===== src/rtl/bitutils.sv =====
// Shared definitions for the carry-less multiply datapath: op encoding, FSM states
// and the XLEN/STEP legality rule checked at elaboration by the multiplier.
package bitutils;

  typedef enum logic [1:0] {
    CLMUL      = 2'd0,
    CLMULH     = 2'd1,
    CLMULR     = 2'd2,
    CLMUL_RSVD = 2'd3
  } clmul_op_t;

  typedef enum logic [1:0] {
    S_IDLE = 2'd0,
    S_BUSY = 2'd1,
    S_DONE = 2'd2
  } clmul_state_t;

  function automatic bit clmul_cfg_legal(input int xlen, input int step);
    return ((xlen == 32) || (xlen == 64)) && (step > 0) &&
           ((step & (step - 1)) == 0) && ((xlen % step) == 0);
  endfunction

endpackage


===== src/rtl/clmul_iter_unit_if.sv =====
// Request/response bundle for the iterative carry-less multiplier.
// Valid/ready on both sides; master is the issue port, slave is the unit.
interface clmul_iter_unit_if
  import bitutils::*;
#(
  parameter int XLEN = 32
) ();
  logic              in_valid;
  logic              in_ready;
  clmul_op_t         op;
  logic [XLEN-1:0]   a;
  logic [XLEN-1:0]   b;
  logic              out_valid;
  logic              out_ready;
  logic [XLEN-1:0]   result;

  modport master (
    output in_valid, op, a, b, out_ready,
    input  in_ready, out_valid, result
  );

  modport slave (
    input  in_valid, op, a, b, out_ready,
    output in_ready, out_valid, result
  );
endinterface


===== src/rtl/clmul_step.sv =====
// One iteration of GF(2) shift-and-add: folds STEP bits of A into the accumulator.
// Purely combinational, no backpressure.
module clmul_step #(
  parameter int XLEN = 32,
  parameter int STEP = 4
) (
  input  logic [STEP-1:0]   a_bits,
  input  logic [2*XLEN-1:0] b_sh,
  input  logic [2*XLEN-1:0] acc,
  output logic [2*XLEN-1:0] acc_next
);

  always_comb begin
    acc_next = acc;
    for (int j = 0; j < STEP; j++) begin
      if (a_bits[j]) begin
        acc_next = acc_next ^ (b_sh << j);
      end
    end
  end

endmodule


===== src/rtl/clmul_iter_unit.sv =====
// Iterative clmul/clmulh/clmulr, STEP A-bits per cycle with early exit; latency 1+N cycles.
// Holds result/out_valid in DONE until out_ready; in_ready only in IDLE; flush kills any state.
module clmul_iter_unit
  import bitutils::*;
#(
  parameter int XLEN = 32,
  parameter int STEP = 4
) (
  input logic              CLK,
  input logic              nRST,
  input logic              flush,
  clmul_iter_unit_if.slave bus
);

  if (!clmul_cfg_legal(XLEN, STEP)) begin : g_cfg_err
    $error("clmul_iter_unit: XLEN must be 32/64 and STEP a power of two dividing XLEN");
  end

  clmul_state_t      state_q, state_d;
  clmul_op_t         op_q;
  logic [XLEN-1:0]   a_rem;
  logic [XLEN-1:0]   a_rem_next;
  logic [2*XLEN-1:0] b_sh;
  logic [2*XLEN-1:0] acc;
  logic [2*XLEN-1:0] acc_next;
  logic [XLEN-1:0]   result_q;
  logic              accept;
  logic              step_done;

  function automatic logic [XLEN-1:0] sel_result(input clmul_op_t op,
                                                 input logic [2*XLEN-1:0] p);
    case (op)
      CLMULH:  return p[2*XLEN-1:XLEN];
      CLMULR:  return p[2*XLEN-2:XLEN-1];
      default: return p[XLEN-1:0];
    endcase
  endfunction

  clmul_step #(
    .XLEN (XLEN),
    .STEP (STEP)
  ) u_step (
    .a_bits   (a_rem[STEP-1:0]),
    .b_sh     (b_sh),
    .acc      (acc),
    .acc_next (acc_next)
  );

  assign a_rem_next = a_rem >> STEP;
  assign step_done  = (a_rem_next == '0);
  assign accept     = (state_q == S_IDLE) && bus.in_valid && !flush;

  assign bus.in_ready  = (state_q == S_IDLE);
  assign bus.out_valid = (state_q == S_DONE);
  assign bus.result    = result_q;

  always_ff @(posedge CLK or negedge nRST) begin
    if (!nRST) begin
      state_q <= S_IDLE;
    end else begin
      state_q <= state_d;
    end
  end

  always_comb begin
    state_d = state_q;
    case (state_q)
      S_IDLE:  if (accept) state_d = S_BUSY;
      S_BUSY:  if (step_done) state_d = S_DONE;
      S_DONE:  if (bus.out_ready) state_d = S_IDLE;
      default: state_d = S_IDLE;
    endcase
    // Kill wins over both accept and the output handshake.
    if (flush) begin
      state_d = S_IDLE;
    end
  end

  always_ff @(posedge CLK or negedge nRST) begin
    if (!nRST) begin
      op_q     <= CLMUL;
      a_rem    <= '0;
      b_sh     <= '0;
      acc      <= '0;
      result_q <= '0;
    end else if (accept) begin
      op_q  <= bus.op;
      a_rem <= bus.a;
      b_sh  <= {{XLEN{1'b0}}, bus.b};
      acc   <= '0;
    end else if ((state_q == S_BUSY) && !flush) begin
      acc   <= acc_next;
      a_rem <= a_rem_next;
      b_sh  <= b_sh << STEP;
      if (step_done) begin
        result_q <= sel_result(op_q, acc_next);
      end
    end
  end

endmodule


===== src/flat_wrapper.sv =====
// flat-port wrapper written by rule: the top's interface ports become plain ports
module clmul_iter_unit_flat import bitutils::*;
#(
  parameter int XLEN = 32,
  parameter int STEP = 4
)
  (CLK, nRST, flush, bus_in_valid, bus_op, bus_a, bus_b, bus_out_ready, bus_in_ready, bus_out_valid, bus_result);
  clmul_iter_unit_if #(.XLEN(XLEN)) bus_i ();
  input logic CLK;
  input logic nRST;
  input logic flush;
  input wire logic [$bits(bus_i.in_valid)-1:0] bus_in_valid;
  input wire logic [$bits(bus_i.op)-1:0] bus_op;
  input wire logic [$bits(bus_i.a)-1:0] bus_a;
  input wire logic [$bits(bus_i.b)-1:0] bus_b;
  input wire logic [$bits(bus_i.out_ready)-1:0] bus_out_ready;
  output wire logic [$bits(bus_i.in_ready)-1:0] bus_in_ready;
  output wire logic [$bits(bus_i.out_valid)-1:0] bus_out_valid;
  output wire logic [$bits(bus_i.result)-1:0] bus_result;
  assign bus_i.in_valid = bus_in_valid;
  assign bus_i.op = bus_op;
  assign bus_i.a = bus_a;
  assign bus_i.b = bus_b;
  assign bus_i.out_ready = bus_out_ready;
  assign bus_in_ready = bus_i.in_ready;
  assign bus_out_valid = bus_i.out_valid;
  assign bus_result = bus_i.result;
  clmul_iter_unit #(.XLEN(XLEN), .STEP(STEP)) u_core (.CLK(CLK), .nRST(nRST), .flush(flush), .bus(bus_i));
endmodule

===== config.mk =====
export PLATFORM = sky130hd
export DESIGN_NAME = clmul_iter_unit_flat
export DESIGN_NICKNAME = d
export VERILOG_FILES = /design/src/rtl/bitutils.sv /design/src/rtl/clmul_iter_unit_if.sv /design/src/rtl/clmul_step.sv /design/src/rtl/clmul_iter_unit.sv /design/src/flat_wrapper.sv
export SDC_FILE = /design/constraint.sdc
export NUM_CORES = 1
export LEC_CHECK = 0
export ABC_AREA = 1
export CELL_PAD_IN_SITES_DETAIL_PLACEMENT = 2
export CELL_PAD_IN_SITES_GLOBAL_PLACEMENT = 2
export CORE_AREA = 4 4 214 216
export DETAILED_ROUTE_END_ITERATION = 16
export DIE_AREA = 0 0 218 220
export PLACE_DENSITY_LB_ADDON = 0.2
export SYNTH_ARGS = -nofsm -noshare
export SYNTH_HDL_FRONTEND = slang
export SYNTH_SLANG_ARGS = --single-unit

===== constraint.sdc =====
create_clock -name CLK -period 1.6 [get_ports CLK]
set_clock_uncertainty 0.05 [all_clocks]
set_input_delay 0.48 -clock CLK [delete_from_list [all_inputs] [get_ports CLK]]
set_output_delay 0.48 -clock CLK [all_outputs]
set_load 0.05 [all_outputs]

==> summary.json <==
{
  "detail_route.drc_violations": 0,
  "clkLatencyLatePin_ns": 0.54,
  "design.final.nets": 2238,
  "io_buffer_count": 104,
  "layout-area-overhead-vs-synth_pct": 64.1,
  "avgViaCountPerCell": 5.65,
  "synth_enable_flop_cells": 0,
  "hold_viol_final": 0,
  "fp-row-count": 77,
  "vdd_drop_max_mv": 0.926,
  "ys_async_sr_fraction_pct": 100,
  "power.total_mw": 27.7,
  "critPathRequiredTime_ns": 1.96,
  "report.final.setup_viol": 230,
  "final_cell_count_no_fill": 2770,
  "hpwl_um": 37100,
  "grt_usage_pct": 25.8,
  "rsz0062_at_grt": "true",
  "violated_checks": "negative setup slack",
  "worst_hold_slack_ns": 0.312,
  "report.final.slew_viol_count": 0,
  "worst_path_maximum_fanout": 8,
  "cts_made_buffers": 17,
  "arrival_ns": 2.46,
  "first_global_vias": 16437,
  "tightestPinTransition_ns": 0.414,
  "max-slew-margin-rel_pct": 72.4,
  "core-area_um2": 43900,
  "synth.ff_latch_count": 196,
  "start_kind": "register",
  "die_w_um": 218,
  "finalWorstPathRequiredPeriod_ns": 2.10,
  "outcome": "finished, violations left",
  "detail_route.first_pass.iterations": 5,
  "cts_tree": "done",
  "cts.reportedPaths.clkPinSlew_ns": 0.08,
  "finalWorstSetupSlack_ns": -0.498,
  "initial_utilization_pct": 29.6,
  "fin_util_pct": 48.5,
  "io_pins": 105,
  "die-height_um": 220,
  "net_count_synth": 2002,
  "route.detailed.wl_per_inst_um": 28.9,
  "final_tns_setup_ns": -47.62,
  "seq_area_frac_synth_pct": 37.7,
  "post-place-ws_ns": -0.703,
  "ant_nets": 0,
  "crit-reg2reg-launch": "u_core.a_rem[1]$_DFFE_PN0P_",
  "dr.first_iter.drc_count": 1117,
  "dpl_cell_area_um2": 16000,
  "grt_pass1_wl_um": 95200,
  "vias": 15640,
  "timing.reg2reg.setup_slack_ns": -0.50,
  "routed_wl_um": 80000,
  "synth_cells": 1929,
  "drive_above_1_share_pct": 38.0,
  "clock_sinks": 196,
  "critical_path.endpoint_type": "register",
  "synth_top_flop_cell": "sky130_fd_sc_hd__dfrtp_1",
  "global_route.overflow_total": 0,
  "antenna_diode_count": 0,
  "netlist_area_um2": 13000,
  "syn-mean-instance-area_um2": 6.74,
  "synth.lib_cells_used.distinct": 28,
  "criticalPathCategory": "register to register",
  "routabilityCongestion": 0.786,
  "final_area_um2": 21300,
  "finalCritPeriodShare_pct": 131,
  "fp.dieArea_um2": 48000,
  "filler_cell_count": 4713,
  "antenna_found_initial": 0,
  "synthesis.yosys.warnings": 0,
  "clock_tree.buffer_depth": 2,
  "power.density_nw_per_um2": 1300,
  "dp.cells": 2641,
  "hold_path.class": "input port to async pin",
  "cts-root-buf": "sky130_fd_sc_hd__clkbuf_16",
  "fmax_mhz": 477,
  "max-cap-violations": 0,
  "htree_num_levels": 4,
  "grt_start_max_net_pins": 62,
  "crit_path_start": "u_core.a_rem[1]$_DFFE_PN0P_",
  "cellLeakagePower_nw": 9.98
}
==> layout make-up <==
class / instances / area [um^2] / area share (%)
clock inverter: 13 / 98.8 / 0.464
clock buffer: 19 / 443 / 2.08
timing repair inverter: 1 / 30.0 / 0.141
tap: 592 / 741 / 3.47
inverter: 238 / 908 / 4.26
sequential: 196 / 4920 / 23.1
multi-input combinational: 1404 / 9560 / 44.8
timing repair buffer: 307 / 4620 / 21.7
==> final timing paths <==
check | endpoint | cells past startpoint
max in group asynchronous | u_core.bus.result[24]$_DFFE_PN0P_ | 3
worst min register to register | u_core.bus.result[12]$_DFFE_PN0P_ | 2
worst max register to register | u_core.bus.result[31]$_DFFE_PN0P_ | 11
min in group CLK | u_core.state_q[1]$_DFFE_PN0P_ | 3
worst max-delay path | u_core.bus.result[31]$_DFFE_PN0P_ | 11
worst min-delay path | u_core.b_sh[4]$_DFFE_PN0P_ | 2
==> registers in the layout, indices dropped and copies added, names as in the netlist <==
signal / cells
u_core.acc: 64
u_core.b_sh: 64
u_core.a_rem: 32
u_core.bus.result: 32
u_core.op_q: 2
u_core.state_q: 2
==> routing by layer <==
metal | vias up | share of wire, % | wire length, um | global-route usage, %
met3 | 273 | 4.3 | 3400 | 4.66
met1 | 8086 | 38 | 30600 | 30.2
met5 | - | 0 | 0 | 0
li1 | 6706 | - | - | -
met2 | 575 | 51 | 40900 | 46.8
met4 | 0 | 6.3 | 5070 | 9.56
==> cell usage in the layout, fill, tap and decap left out, types with 8 or more instances in the layout <==
master	Yosys	routed
sky130_fd_sc_hd__o22ai_2	0	34
sky130_fd_sc_hd__dfrtp_1	196	189
sky130_fd_sc_hd__nand2_4	0	73
sky130_fd_sc_hd__buf_4	8	58
sky130_fd_sc_hd__nand2_2	1	173
sky130_fd_sc_hd__nand3b_1	13	13
sky130_fd_sc_hd__o221ai_2	0	51
sky130_fd_sc_hd__inv_1	234	233
sky130_fd_sc_hd__a21oi_2	0	20
sky130_fd_sc_hd__nand3_2	0	102
sky130_fd_sc_hd__nand3_4	0	8
sky130_fd_sc_hd__nand3_1	302	192
sky130_fd_sc_hd__nand2_1	767	522
sky130_fd_sc_hd__nor2_1	22	12
sky130_fd_sc_hd__xor2_1	37	33
sky130_fd_sc_hd__clkdlybuf4s50_1	0	68
sky130_fd_sc_hd__o22ai_4	0	17
sky130_fd_sc_hd__buf_16	0	27
sky130_fd_sc_hd__o21ai_2	0	36
sky130_fd_sc_hd__xnor2_2	0	9
sky130_fd_sc_hd__clkbuf_16	0	32
sky130_fd_sc_hd__xnor2_1	62	53
sky130_fd_sc_hd__buf_6	1	37
sky130_fd_sc_hd__buf_12	0	90
sky130_fd_sc_hd__buf_8	0	9
==> critical path, stage by stage, from the launching register on <==
cell	delay, ns
sky130_fd_sc_hd__dfrtp_4	0.52
sky130_fd_sc_hd__buf_6	0.17
sky130_fd_sc_hd__buf_16	0.15
sky130_fd_sc_hd__nand3_1	0.13
sky130_fd_sc_hd__nand2_1	0.17
sky130_fd_sc_hd__nand2_1	0.12
sky130_fd_sc_hd__nand2_1	0.11
sky130_fd_sc_hd__nand2_1	0.12
sky130_fd_sc_hd__nand3_1	0.14
sky130_fd_sc_hd__nand3_2	0.13
sky130_fd_sc_hd__nand2_2	0.13
sky130_fd_sc_hd__nand2_1	0.07
==> kinds of logic (layout without fill, tap and decap cells) <==
| group | after synthesis | after routing | share of synthesized area (%) |
|---|---|---|---|
| adder cells (fa/ha/maj) | 2 | 2 | 0.193 |
| XOR/XNOR | 99 | 99 | 6.67 |
| AND/OR/NAND/NOR | 1108 | 1108 | 35.5 |
| AO/OA/AOI/OAI | 195 | 195 | 9.68 |
| flip-flops | 196 | 196 | 37.7 |
| buffers and inverters | 329 | 578 | 10.2 |
==> power breakdown <==
part / switching [mW] / internal (mW)
logic: 9.71 / 6.11
registers: 1.37 / 5.94
clock network: 2.55 / 2.05
==> cell usage after synthesis (2+ instances only) <==
master	n	area, um^2
sky130_fd_sc_hd__nand2_1	767	2880
sky130_fd_sc_hd__nand3_1	302	1510
sky130_fd_sc_hd__inv_1	234	878
sky130_fd_sc_hd__dfrtp_1	196	4900
sky130_fd_sc_hd__xnor2_1	62	543
sky130_fd_sc_hd__o22ai_1	58	363
sky130_fd_sc_hd__o221ai_1	52	455
sky130_fd_sc_hd__o21ai_0	46	230
sky130_fd_sc_hd__buf_2	42	210
sky130_fd_sc_hd__xor2_1	37	324
sky130_fd_sc_hd__clkbuf_1	35	131
sky130_fd_sc_hd__a21oi_1	31	155
sky130_fd_sc_hd__nor2_1	22	82.6
sky130_fd_sc_hd__nand3b_1	13	97.6
sky130_fd_sc_hd__buf_4	8	60.1
sky130_fd_sc_hd__buf_1	4	15.0
sky130_fd_sc_hd__o211ai_1	4	30.0
sky130_fd_sc_hd__inv_2	3	11.3
sky130_fd_sc_hd__o21ai_1	3	15.0
sky130_fd_sc_hd__ha_1	2	25.0
==> repair_timing <==
action                                  4_1_cts  5_1_grt
gates cloned                                 29       16
pin swaps                                    72       84
buffers inserted                             33       28
gates resized for setup                     325      498
hold buffers                                  1        0
endpoints found under the setup margin      219      228
endpoints found under the hold margin        23        0
Note: power is estimated with default switching activity, not from simulation.
